## src/rtl/aib_axi_bridge_pkg.sv

```systemverilog
// aib_axi_bridge_pkg: shared types and constants for the AIB->AXI follower bridge
package aib_axi_bridge_pkg;

    typedef enum logic [3:0] {
        IDLE, CFG, RST_HOLD, MAC_RDY, WAIT_XFER, WAIT_ALIGN, ONLINE, RETRY, FAULT
    } link_seq_state_t;

    localparam logic [3:0] AVMM_BYTE_EN_ALL = 4'hF;

endpackage

```

## src/rtl/aib_follower_link_seq_if.sv

```systemverilog
// aib_follower_link_seq_if: PHY AVMM configuration bus driven by the link sequencer
interface aib_follower_link_seq_if;

    logic [16:0] cfg_avmm_addr;
    logic [31:0] cfg_avmm_wdata;
    logic        cfg_avmm_write;
    logic        cfg_avmm_read;
    logic [3:0]  cfg_avmm_byte_en;
    logic        cfg_avmm_waitreq;

    modport master (
        output cfg_avmm_addr, cfg_avmm_wdata, cfg_avmm_write, cfg_avmm_read, cfg_avmm_byte_en,
        input  cfg_avmm_waitreq
    );

    modport slave (
        input  cfg_avmm_addr, cfg_avmm_wdata, cfg_avmm_write, cfg_avmm_read, cfg_avmm_byte_en,
        output cfg_avmm_waitreq
    );

endinterface

```

## src/rtl/aib_sync2.sv

```systemverilog
// aib_sync2: two-flop synchronizer with async reset to 0
module aib_sync2 #(
    parameter int W = 1
) (
    input  logic         clk,
    input  logic         rst_n,
    input  logic [W-1:0] d_i,
    output logic [W-1:0] q_o
);

    logic [W-1:0] meta_q;

    always_ff @(posedge clk or negedge rst_n) begin
        if (!rst_n) {q_o, meta_q} <= '0;
        else        {q_o, meta_q} <= {meta_q, d_i};
    end

endmodule

```

## src/rtl/aib_follower_link_seq.sv

```systemverilog
// aib_follower_link_seq: AIB link bring-up sequencer (AVMM config, adapter reset, link monitor)
module aib_follower_link_seq
    import aib_axi_bridge_pkg::*;
#(
    parameter int  NBR_CHNLS    = 24,
    parameter int  ACTIVE_CHNLS = 1,
    parameter int  CFG_DEPTH    = 16,
    parameter int  RST_HOLD     = 64,
    parameter int  TIMEOUT_CYC  = 65536,
    parameter int  MAX_RETRY    = 3,
    localparam int CW           = $clog2(CFG_DEPTH),
    localparam int RW           = $clog2(MAX_RETRY + 1)
) (
    input  logic                    avmm_clk,
    input  logic                    avmm_rst_n,
    input  logic                    start,
    input  logic [CW:0]             cfg_count,
    output logic [CW-1:0]           cfg_idx,
    input  logic [16:0]             cfg_addr,
    input  logic [31:0]             cfg_wdata,
    aib_follower_link_seq_if.master avmm,
    output logic [NBR_CHNLS-1:0]    ns_adapter_rstn,
    output logic [NBR_CHNLS-1:0]    ns_mac_rdy,
    input  logic [NBR_CHNLS-1:0]    ms_tx_transfer_en,
    input  logic [NBR_CHNLS-1:0]    sl_tx_transfer_en,
    input  logic [NBR_CHNLS-1:0]    m_rx_align_done,
    output logic                    link_online,
    output logic                    link_fault,
    output logic [RW-1:0]           retry_cnt,
    output logic [3:0]              state
);

    localparam int HW = $clog2(RST_HOLD + 1);
    localparam logic [NBR_CHNLS-1:0] ACT_MASK = {NBR_CHNLS{1'b1}} >> (NBR_CHNLS - ACTIVE_CHNLS);

    link_seq_state_t      state_q, state_d;
    logic [CW-1:0]        idx_q, idx_d;
    logic [16:0]          addr_q, addr_d;
    logic [31:0]          wdata_q, wdata_d;
    logic                 write_q, write_d;
    logic [HW-1:0]        hold_q, hold_d;
    logic [16:0]          timer_q, timer_d;
    logic [RW-1:0]        retry_q, retry_d;
    logic [NBR_CHNLS-1:0] rstn_q, rstn_d, mac_q, mac_d;
    logic                 online_q, online_d, fault_q, fault_d;
    logic [NBR_CHNLS-1:0] ms_s, sl_s, al_s;
    logic                 xfer_ok, align_ok, accept, last, tmo, sat, unused_hi;

    aib_sync2 #(.W(NBR_CHNLS)) u_sync_ms (.clk(avmm_clk), .rst_n(avmm_rst_n), .d_i(ms_tx_transfer_en), .q_o(ms_s));
    aib_sync2 #(.W(NBR_CHNLS)) u_sync_sl (.clk(avmm_clk), .rst_n(avmm_rst_n), .d_i(sl_tx_transfer_en), .q_o(sl_s));
    aib_sync2 #(.W(NBR_CHNLS)) u_sync_al (.clk(avmm_clk), .rst_n(avmm_rst_n), .d_i(m_rx_align_done), .q_o(al_s));

    // channels above ACTIVE_CHNLS are synchronized but never looked at
    assign unused_hi = ^{ms_s, sl_s, al_s};
    assign xfer_ok   = &(ms_s[ACTIVE_CHNLS-1:0] & sl_s[ACTIVE_CHNLS-1:0]);
    assign align_ok  = &al_s[ACTIVE_CHNLS-1:0];
    assign accept    = write_q && !avmm.cfg_avmm_waitreq;
    assign last      = {1'b0, idx_q} == cfg_count - (CW+1)'(1);
    assign tmo       = timer_q == 17'(TIMEOUT_CYC - 1);
    assign sat       = retry_q == RW'(MAX_RETRY);

    always_comb begin
        state_d = state_q;
        idx_d   = idx_q;
        addr_d  = addr_q;
        wdata_d = wdata_q;
        write_d = write_q;
        retry_d = retry_q;
        hold_d  = '0;
        timer_d = (state_q inside {WAIT_XFER, WAIT_ALIGN}) ? timer_q + 17'd1 : '0;
        case (state_q)
            IDLE: if (start) state_d = (cfg_count != '0) ? CFG : aib_axi_bridge_pkg::RST_HOLD;
            CFG: begin
                if (accept) begin
                    write_d = 1'b0;
                    idx_d   = last ? '0 : idx_q + CW'(1);
                    state_d = !start ? IDLE : last ? aib_axi_bridge_pkg::RST_HOLD : CFG;
                end else if (!write_q) begin
                    state_d = start ? CFG : IDLE;
                    write_d = start;
                    addr_d  = cfg_addr;
                    wdata_d = cfg_wdata;
                end
            end
            aib_axi_bridge_pkg::RST_HOLD: begin
                hold_d = hold_q + HW'(1);
                if (hold_q == HW'(RST_HOLD - 1)) state_d = MAC_RDY;
            end
            MAC_RDY:    state_d = WAIT_XFER;
            WAIT_XFER:  state_d = xfer_ok ? WAIT_ALIGN : tmo ? RETRY : WAIT_XFER;
            WAIT_ALIGN: state_d = (xfer_ok && align_ok) ? ONLINE : tmo ? RETRY : WAIT_ALIGN;
            ONLINE:     if (!(xfer_ok && align_ok)) state_d = RETRY;
            RETRY: begin
                state_d = sat ? FAULT : aib_axi_bridge_pkg::RST_HOLD;
                retry_d = sat ? retry_q : retry_q + RW'(1);
            end
            FAULT:      state_d = FAULT;
            default:    state_d = IDLE;
        endcase
        // a pending AVMM write must complete before the sequencer may drop to IDLE
        if (!start && state_q != CFG) state_d = IDLE;
        if (state_d == IDLE) {idx_d, addr_d, wdata_d, write_d, retry_d} = '0;
        rstn_d   = (state_d inside {MAC_RDY, WAIT_XFER, WAIT_ALIGN, ONLINE}) ? ACT_MASK : '0;
        mac_d    = (state_d inside {WAIT_XFER, WAIT_ALIGN, ONLINE}) ? ACT_MASK : '0;
        online_d = state_d == ONLINE;
        fault_d  = state_d == FAULT;
    end

    always_ff @(posedge avmm_clk or negedge avmm_rst_n) begin
        if (!avmm_rst_n) begin
            state_q  <= IDLE;
            idx_q    <= '0;
            addr_q   <= '0;
            wdata_q  <= '0;
            write_q  <= 1'b0;
            hold_q   <= '0;
            timer_q  <= '0;
            retry_q  <= '0;
            rstn_q   <= '0;
            mac_q    <= '0;
            online_q <= 1'b0;
            fault_q  <= 1'b0;
        end else begin
            state_q  <= state_d;
            idx_q    <= idx_d;
            addr_q   <= addr_d;
            wdata_q  <= wdata_d;
            write_q  <= write_d;
            hold_q   <= hold_d;
            timer_q  <= timer_d;
            retry_q  <= retry_d;
            rstn_q   <= rstn_d;
            mac_q    <= mac_d;
            online_q <= online_d;
            fault_q  <= fault_d;
        end
    end

    assign cfg_idx               = idx_q;
    assign avmm.cfg_avmm_addr    = addr_q;
    assign avmm.cfg_avmm_wdata   = wdata_q;
    assign avmm.cfg_avmm_write   = write_q;
    assign avmm.cfg_avmm_read    = 1'b0;
    assign avmm.cfg_avmm_byte_en = AVMM_BYTE_EN_ALL;
    assign ns_adapter_rstn       = rstn_q;
    assign ns_mac_rdy            = mac_q;
    assign link_online           = online_q;
    assign link_fault            = fault_q;
    assign retry_cnt             = retry_q;
    assign state                 = state_q;

endmodule

```

## src/flat_wrapper.sv

```systemverilog
// flat-port wrapper written by rule: the top's interface ports become plain ports
module aib_follower_link_seq_flat import aib_axi_bridge_pkg::*;
#(
    parameter int  NBR_CHNLS    = 24,
    parameter int  ACTIVE_CHNLS = 1,
    parameter int  CFG_DEPTH    = 16,
    parameter int  RST_HOLD     = 64,
    parameter int  TIMEOUT_CYC  = 65536,
    parameter int  MAX_RETRY    = 3,
    localparam int CW           = $clog2(CFG_DEPTH),
    localparam int RW           = $clog2(MAX_RETRY + 1)
)
  (avmm_clk, avmm_rst_n, start, cfg_count, cfg_idx, cfg_addr, cfg_wdata, ns_adapter_rstn, ns_mac_rdy, ms_tx_transfer_en, sl_tx_transfer_en, m_rx_align_done, link_online, link_fault, retry_cnt, state, avmm_cfg_avmm_addr, avmm_cfg_avmm_wdata, avmm_cfg_avmm_write, avmm_cfg_avmm_read, avmm_cfg_avmm_byte_en, avmm_cfg_avmm_waitreq);
  aib_follower_link_seq_if avmm_i ();
  input  logic avmm_clk;
  input  logic avmm_rst_n;
  input  logic start;
  input  logic [CW:0] cfg_count;
  output logic [CW-1:0] cfg_idx;
  input  logic [16:0] cfg_addr;
  input  logic [31:0] cfg_wdata;
  output logic [NBR_CHNLS-1:0] ns_adapter_rstn;
  output logic [NBR_CHNLS-1:0] ns_mac_rdy;
  input  logic [NBR_CHNLS-1:0] ms_tx_transfer_en;
  input  logic [NBR_CHNLS-1:0] sl_tx_transfer_en;
  input  logic [NBR_CHNLS-1:0] m_rx_align_done;
  output logic link_online;
  output logic link_fault;
  output logic [RW-1:0] retry_cnt;
  output logic [3:0] state;
  output wire logic [$bits(avmm_i.cfg_avmm_addr)-1:0] avmm_cfg_avmm_addr;
  output wire logic [$bits(avmm_i.cfg_avmm_wdata)-1:0] avmm_cfg_avmm_wdata;
  output wire logic [$bits(avmm_i.cfg_avmm_write)-1:0] avmm_cfg_avmm_write;
  output wire logic [$bits(avmm_i.cfg_avmm_read)-1:0] avmm_cfg_avmm_read;
  output wire logic [$bits(avmm_i.cfg_avmm_byte_en)-1:0] avmm_cfg_avmm_byte_en;
  input wire logic [$bits(avmm_i.cfg_avmm_waitreq)-1:0] avmm_cfg_avmm_waitreq;
  assign avmm_cfg_avmm_addr = avmm_i.cfg_avmm_addr;
  assign avmm_cfg_avmm_wdata = avmm_i.cfg_avmm_wdata;
  assign avmm_cfg_avmm_write = avmm_i.cfg_avmm_write;
  assign avmm_cfg_avmm_read = avmm_i.cfg_avmm_read;
  assign avmm_cfg_avmm_byte_en = avmm_i.cfg_avmm_byte_en;
  assign avmm_i.cfg_avmm_waitreq = avmm_cfg_avmm_waitreq;
  aib_follower_link_seq #(.NBR_CHNLS(NBR_CHNLS), .ACTIVE_CHNLS(ACTIVE_CHNLS), .CFG_DEPTH(CFG_DEPTH), .RST_HOLD(RST_HOLD), .TIMEOUT_CYC(TIMEOUT_CYC), .MAX_RETRY(MAX_RETRY)) u_core (.avmm_clk(avmm_clk), .avmm_rst_n(avmm_rst_n), .start(start), .cfg_count(cfg_count), .cfg_idx(cfg_idx), .cfg_addr(cfg_addr), .cfg_wdata(cfg_wdata), .avmm(avmm_i), .ns_adapter_rstn(ns_adapter_rstn), .ns_mac_rdy(ns_mac_rdy), .ms_tx_transfer_en(ms_tx_transfer_en), .sl_tx_transfer_en(sl_tx_transfer_en), .m_rx_align_done(m_rx_align_done), .link_online(link_online), .link_fault(link_fault), .retry_cnt(retry_cnt), .state(state));
endmodule
```

## config.mk

```make
export PLATFORM = sky130hd
export DESIGN_NAME = aib_follower_link_seq_flat
export DESIGN_NICKNAME = d
export VERILOG_FILES = /design/src/rtl/aib_axi_bridge_pkg.sv /design/src/rtl/aib_follower_link_seq_if.sv /design/src/rtl/aib_sync2.sv /design/src/rtl/aib_follower_link_seq.sv /design/src/flat_wrapper.sv
export SDC_FILE = /design/constraint.sdc
export NUM_CORES = 1
export LEC_CHECK = 0
export BUFFER_PORTS_ARGS = -buffer_cell sky130_fd_sc_hd__buf_2
export CORE_MARGIN = 2
export CORE_UTILIZATION = 46
export CTS_CLUSTER_SIZE = 14
export DETAILED_ROUTE_END_ITERATION = 8
export PLACE_DENSITY = 0.91
export SYNTH_ARGS = -nofsm -noshare
export SYNTH_HDL_FRONTEND = slang
export SYNTH_SLANG_ARGS = --single-unit
```

## constraint.sdc

```tcl
create_clock -name avmm_clk -period 3.25 [get_ports avmm_clk]
set_input_delay 0.4875 -clock avmm_clk [delete_from_list [all_inputs] [get_ports avmm_clk]]
set_output_delay 0.4875 -clock avmm_clk [all_outputs]
set_load 0.005 [all_outputs]
```

==> flow_summary.rst <==
.. list-table::
   :header-rows: 1

   * - Metric
     - Value
   * - Leak Pwr
     - 2.67 nW
   * - Post-Place Worst Slack
     - 0.260 ns
   * - Total GRT Usage
     - 18.1%
   * - DR iter-0 viols
     - 128
   * - Top Family by Delay on Critical Path
     - compound AO/OA/AOI/OAI gates
   * - Fraction of power consumed by combinational cells
     - 36.7%
   * - Kind of launch point of the worst setup path
     - register
   * - Slowest cell on the critical path
     - sky130_fd_sc_hd__dfrtp_1
   * - Status
     - complete, no violations
   * - Minimum period implied by the final worst setup slack
     - 2.86 ns
   * - Pin count of the biggest net entering global routing
     - 50
   * - Sum Neg Setup Slack
     - 0 ns
   * - DRC
     - 0
   * - Peak per-stage delay on the critical path
     - 0.42 ns
   * - Net switching power figure
     - 0.00149 W
   * - Power Dens Cells
     - 710 nW/µm²
   * - Count of different cell masters after synthesis
     - 43
   * - Top-level I/O count
     - 245
   * - Detail-routed via count per cell
     - 4.88
   * - Initial standard-cell utilization of the core
     - 46.6%
   * - Transition time at the pin with the least slew margin
     - 0.598 ns
   * - Clock network fraction of design power
     - 22.0%
   * - Async set-reset flop share out of synthesis
     - 100%
   * - Minimum setup slack in the final design
     - 0.393 ns
   * - TritonCTS Sinks
     - 94
   * - Achievable Freq
     - 350 MHz
   * - Switch share
     - 38.2%
   * - Die Footprint
     - 11,200 µm²
   * - Post-Synthesis Cells
     - 496
   * - Post-synthesis instance area
     - 4750 µm²
   * - Critical Path RT
     - 3.49 ns
   * - Layout overhead on the synthesized area
     - 15.6%
   * - Setup fix buffers added after clock tree synthesis
     - 0
   * - CTS resizes
     - 0
   * - Antenna violation net count after detailed routing
     - 0
   * - Count of input and output buffers
     - 124
   * - Largest cells by area after synthesis
     - sky130_fd_sc_hd__dfrtp_1 50%, sky130_fd_sc_hd__nand2_1 8.6%, sky130_fd_sc_hd__a21oi_2 8.3%
   * - Buffer type at the clock tree root
     - sky130_fd_sc_hd__clkbuf_8
   * - Final-report max-slew violation count
     - 0
   * - Number of flip-flops and latches in the synthesized netlist
     - 94
   * - Clock H-tree levels
     - 3
   * - Final setup violation count
     - 0
   * - Share of synthesized area occupied by flip-flops and latches
     - 49.5%
   * - Buffer levels on the longest clock path
     - 2
   * - Classification of the worst setup path
     - reg2reg
   * - VDD IR-drop max
     - 0.331 mV
   * - Setup repair after global routing missed its margin
     - false
   * - Routed length per placed instance
     - 13.0 µm
   * - Number of synthesis warnings
     - 0
   * - Internal
     - 0.00241 W
   * - Worst endpoint data arrival time
     - 3.10 ns
   * - Std cell rows
     - 37
   * - Critical path fanouts, max
     - 41
   * - Worst Clk Skew
     - 0.0152 ns
   * - Die X
     - 106 µm
   * - Fin. Hold Viols
     - 0
   * - First-pass DRT Iterations
     - 4
   * - Worst-case headroom to the max-slew limit
     - 59.6%
   * - Path type of the worst min-delay path
     - in2async
   * - Initial antenna violation count
     - 0
   * - Worst path cell trace
     - ha_1 > nand3_1 > nor3_1 > ha_1 > a31oi_1 > a311oi_1 > a311oi_1 > a21boi_0 > a31o_4 > buf_12 > a21oi_1
   * - Primary flip-flop cell chosen by synthesis mapping
     - sky130_fd_sc_hd__dfrtp_1
   * - Final period util
     - 87.9%
   * - Post-DP HPWL
     - 6.93 mm
   * - GPL Wtd Cong
     - 0.819
   * - Portion of synthesized cell area occupied by the leading cell type
     - 49.5%
   * - CORE AREA
     - 10,200 µm²
   * - Largest area contributor in the netlist
     - sky130_fd_sc_hd__dfrtp_1
   * - Overflow left after global routing
     - 0
   * - CTS tree
     - built
   * - Clock slew seen by the registers of the worst setup and hold paths
     - 0.10 ns
   * - Number of nets in the final layout
     - 745
   * - Number of hold buffers added after cts
     - 0
   * - Vias
     - 3,663
   * - Share of post-route cells with drive strength above 1
     - 33.6%
   * - Vertical extent of the die
     - 106 µm
   * - CP bufs+invs
     - 1
   * - Number of flops mapped to enable cells by yosys
     - 0
   * - ANT cells
     - 0
   * - First-pass GRT wire length
     - 16.2 mm
   * - Clock buffer count from CTS
     - 9
   * - R2r setup slk
     - 0.39 ns
   * - Share of power burned in registers
     - 41.2%
   * - Wire length reported by the detailed router
     - 9.77 mm
   * - Avg Cell Area, Syn
     - 9.58 µm²
   * - Via count of the first global-routing pass
     - 3,601
   * - Setup crit end kind
     - register
   * - MaxCap Viol Count
     - 0
   * - Insertion delay of the later-clocked pin in the worst-skew pair
     - 0.36 ns
-- cells in the mapped netlist, drive strengths merged (2+ instances only) --
| library cell | number |
|---|---|
| and3 | 3 |
| or3 | 5 |
| nor2b | 3 |
| clkbuf | 13 |
| xnor2 | 10 |
| nand4 | 5 |
| or2 | 2 |
| buf | 64 |
| or3b | 3 |
| nor4b | 2 |
| nor4 | 2 |
| xor2 | 11 |
| or4b | 3 |
| mux2i | 3 |
| inv | 12 |
| o21ai | 9 |
| a311oi | 2 |
| a2bb2oi | 2 |
| and4 | 2 |
| dfrtp | 94 |
| nor2 | 40 |
| o31a | 2 |
| conb | 2 |
| a21oi | 60 |
| nand2b | 2 |
| nand3 | 12 |
| ha | 6 |
| nand2 | 109 |
| nor3 | 5 |
-- registers in the layout, summed over array words and instances, names as in the netlist --
signal / count
u_core.state: 4
u_core.u_sync_ms.meta_q: 1
u_core.link_online: 1
u_core.u_sync_al.q_o: 1
u_core.avmm.cfg_avmm_wdata: 32
u_core.cfg_idx: 4
u_core.avmm.cfg_avmm_addr: 17
u_core.u_sync_sl.meta_q: 1
u_core.avmm.cfg_avmm_write: 1
u_core.u_sync_ms.q_o: 1
u_core.u_sync_sl.q_o: 1
u_core.retry_cnt: 2
u_core.ns_mac_rdy: 1
u_core.ns_adapter_rstn: 1
u_core.timer_q: 17
u_core.hold_q: 7
u_core.u_sync_al.meta_q: 1
u_core.link_fault: 1
-- cell usage in the layout, fill, tap and decap left out, types with 3 or more instances in the layout --
cell type / Yosys / layout
sky130_fd_sc_hd__nand2_1: 109 / 109
sky130_fd_sc_hd__nor3_1: 5 / 5
sky130_fd_sc_hd__clkinv_4: 0 / 3
sky130_fd_sc_hd__conb_1: 2 / 51
sky130_fd_sc_hd__a21oi_1: 15 / 15
sky130_fd_sc_hd__xor2_1: 11 / 11
sky130_fd_sc_hd__buf_4: 51 / 6
sky130_fd_sc_hd__buf_2: 6 / 123
sky130_fd_sc_hd__and3_1: 3 / 3
sky130_fd_sc_hd__o21ai_0: 9 / 9
sky130_fd_sc_hd__a21oi_2: 45 / 45
sky130_fd_sc_hd__xnor2_1: 10 / 10
sky130_fd_sc_hd__or3_1: 5 / 5
sky130_fd_sc_hd__nor2_2: 5 / 5
sky130_fd_sc_hd__nand4_1: 5 / 5
sky130_fd_sc_hd__or3b_2: 3 / 3
sky130_fd_sc_hd__mux2i_1: 3 / 3
sky130_fd_sc_hd__ha_1: 6 / 6
sky130_fd_sc_hd__nand3_1: 12 / 12
sky130_fd_sc_hd__nor2b_1: 3 / 3
sky130_fd_sc_hd__clkbuf_8: 0 / 9
sky130_fd_sc_hd__nor2_1: 35 / 34
sky130_fd_sc_hd__dfrtp_1: 94 / 94
sky130_fd_sc_hd__inv_1: 12 / 12
-- stage by stage --
step                cells  power [W]  utilization [%]  area [µm²]  hold slack, ns
CTS                   750    0.00395             53.9        5490          0.0762
global route          750    0.00418             53.9        5490           0.104
floorplan             545    0.00263                -        4930           0.192
global placement      734    0.00303             51.7        5270           0.333
detailed placement    734    0.00307             51.7        5270           0.335
finish                750    0.00390             53.9        5490          0.0804
-- worst paths after layout --
kind                                                 startpoint                                   endpoint  depth (start not counted)
max in group asynchronous                            avmm_rst_n  u_core.avmm.cfg_avmm_wdata[7]$_DFFE_PN0P_                          2
max reg2reg                         u_core.timer_q[0]$_DFF_PN0_   u_core.avmm.cfg_avmm_addr[0]$_DFFE_PN0P_                         11
min                                                  avmm_rst_n                  u_core.state[1]$_DFF_PN0_                          1
min in group avmm_clk                        m_rx_align_done[0]       u_core.u_sync_al.meta_q[0]$_DFF_PN0_                          1
max                                 u_core.timer_q[0]$_DFF_PN0_   u_core.avmm.cfg_avmm_addr[0]$_DFFE_PN0P_                         11
min reg2reg                u_core.u_sync_al.meta_q[0]$_DFF_PN0_          u_core.u_sync_al.q_o[0]$_DFF_PN0_                          0
-- per-layer routing --
metal,vias up,track usage [%],part of all wire [%]
li1,1758,-,-
met1,1744,21.7,42
met2,145,30.7,50
met3,16,4.58,6.2
met4,0,7.89,1.5
met5,-,0,0
-- power by group through the flow --
stage          Combinational, W  Clock [W]  Sequential [W]
2_1_floorplan           0.00101          0         0.00162
3_3_place_gp            0.00142          0         0.00161
3_5_place_dp            0.00145          0         0.00162
4_1_cts                 0.00146   0.000888         0.00161
5_1_grt                 0.00159   0.000933         0.00165
6_report                0.00143   0.000859         0.00161
-- layout make-up --
class / count / area (µm²)
fill: 958 / 4690
timing repair buffer: 130 / 681
sequential: 94 / 2350
clock inverter: 6 / 95.1
multi-input combinational: 362 / 2020
inverter: 12 / 45.0
tap: 136 / 170
clock buffer: 10 / 128
-- cell families after synthesis --
family          after synthesis  synth area share, %
mux                           3                0.632
simple gates                198                 18.7
compound gates               83                 13.3
other cells                   2                0.158
buf+inv                      89                 12.2
flops                        94                 49.5
fa+ha+maj                     6                 1.58
xor+xnor                     21                 3.87
Note: power is estimated with default switching activity, not from simulation.
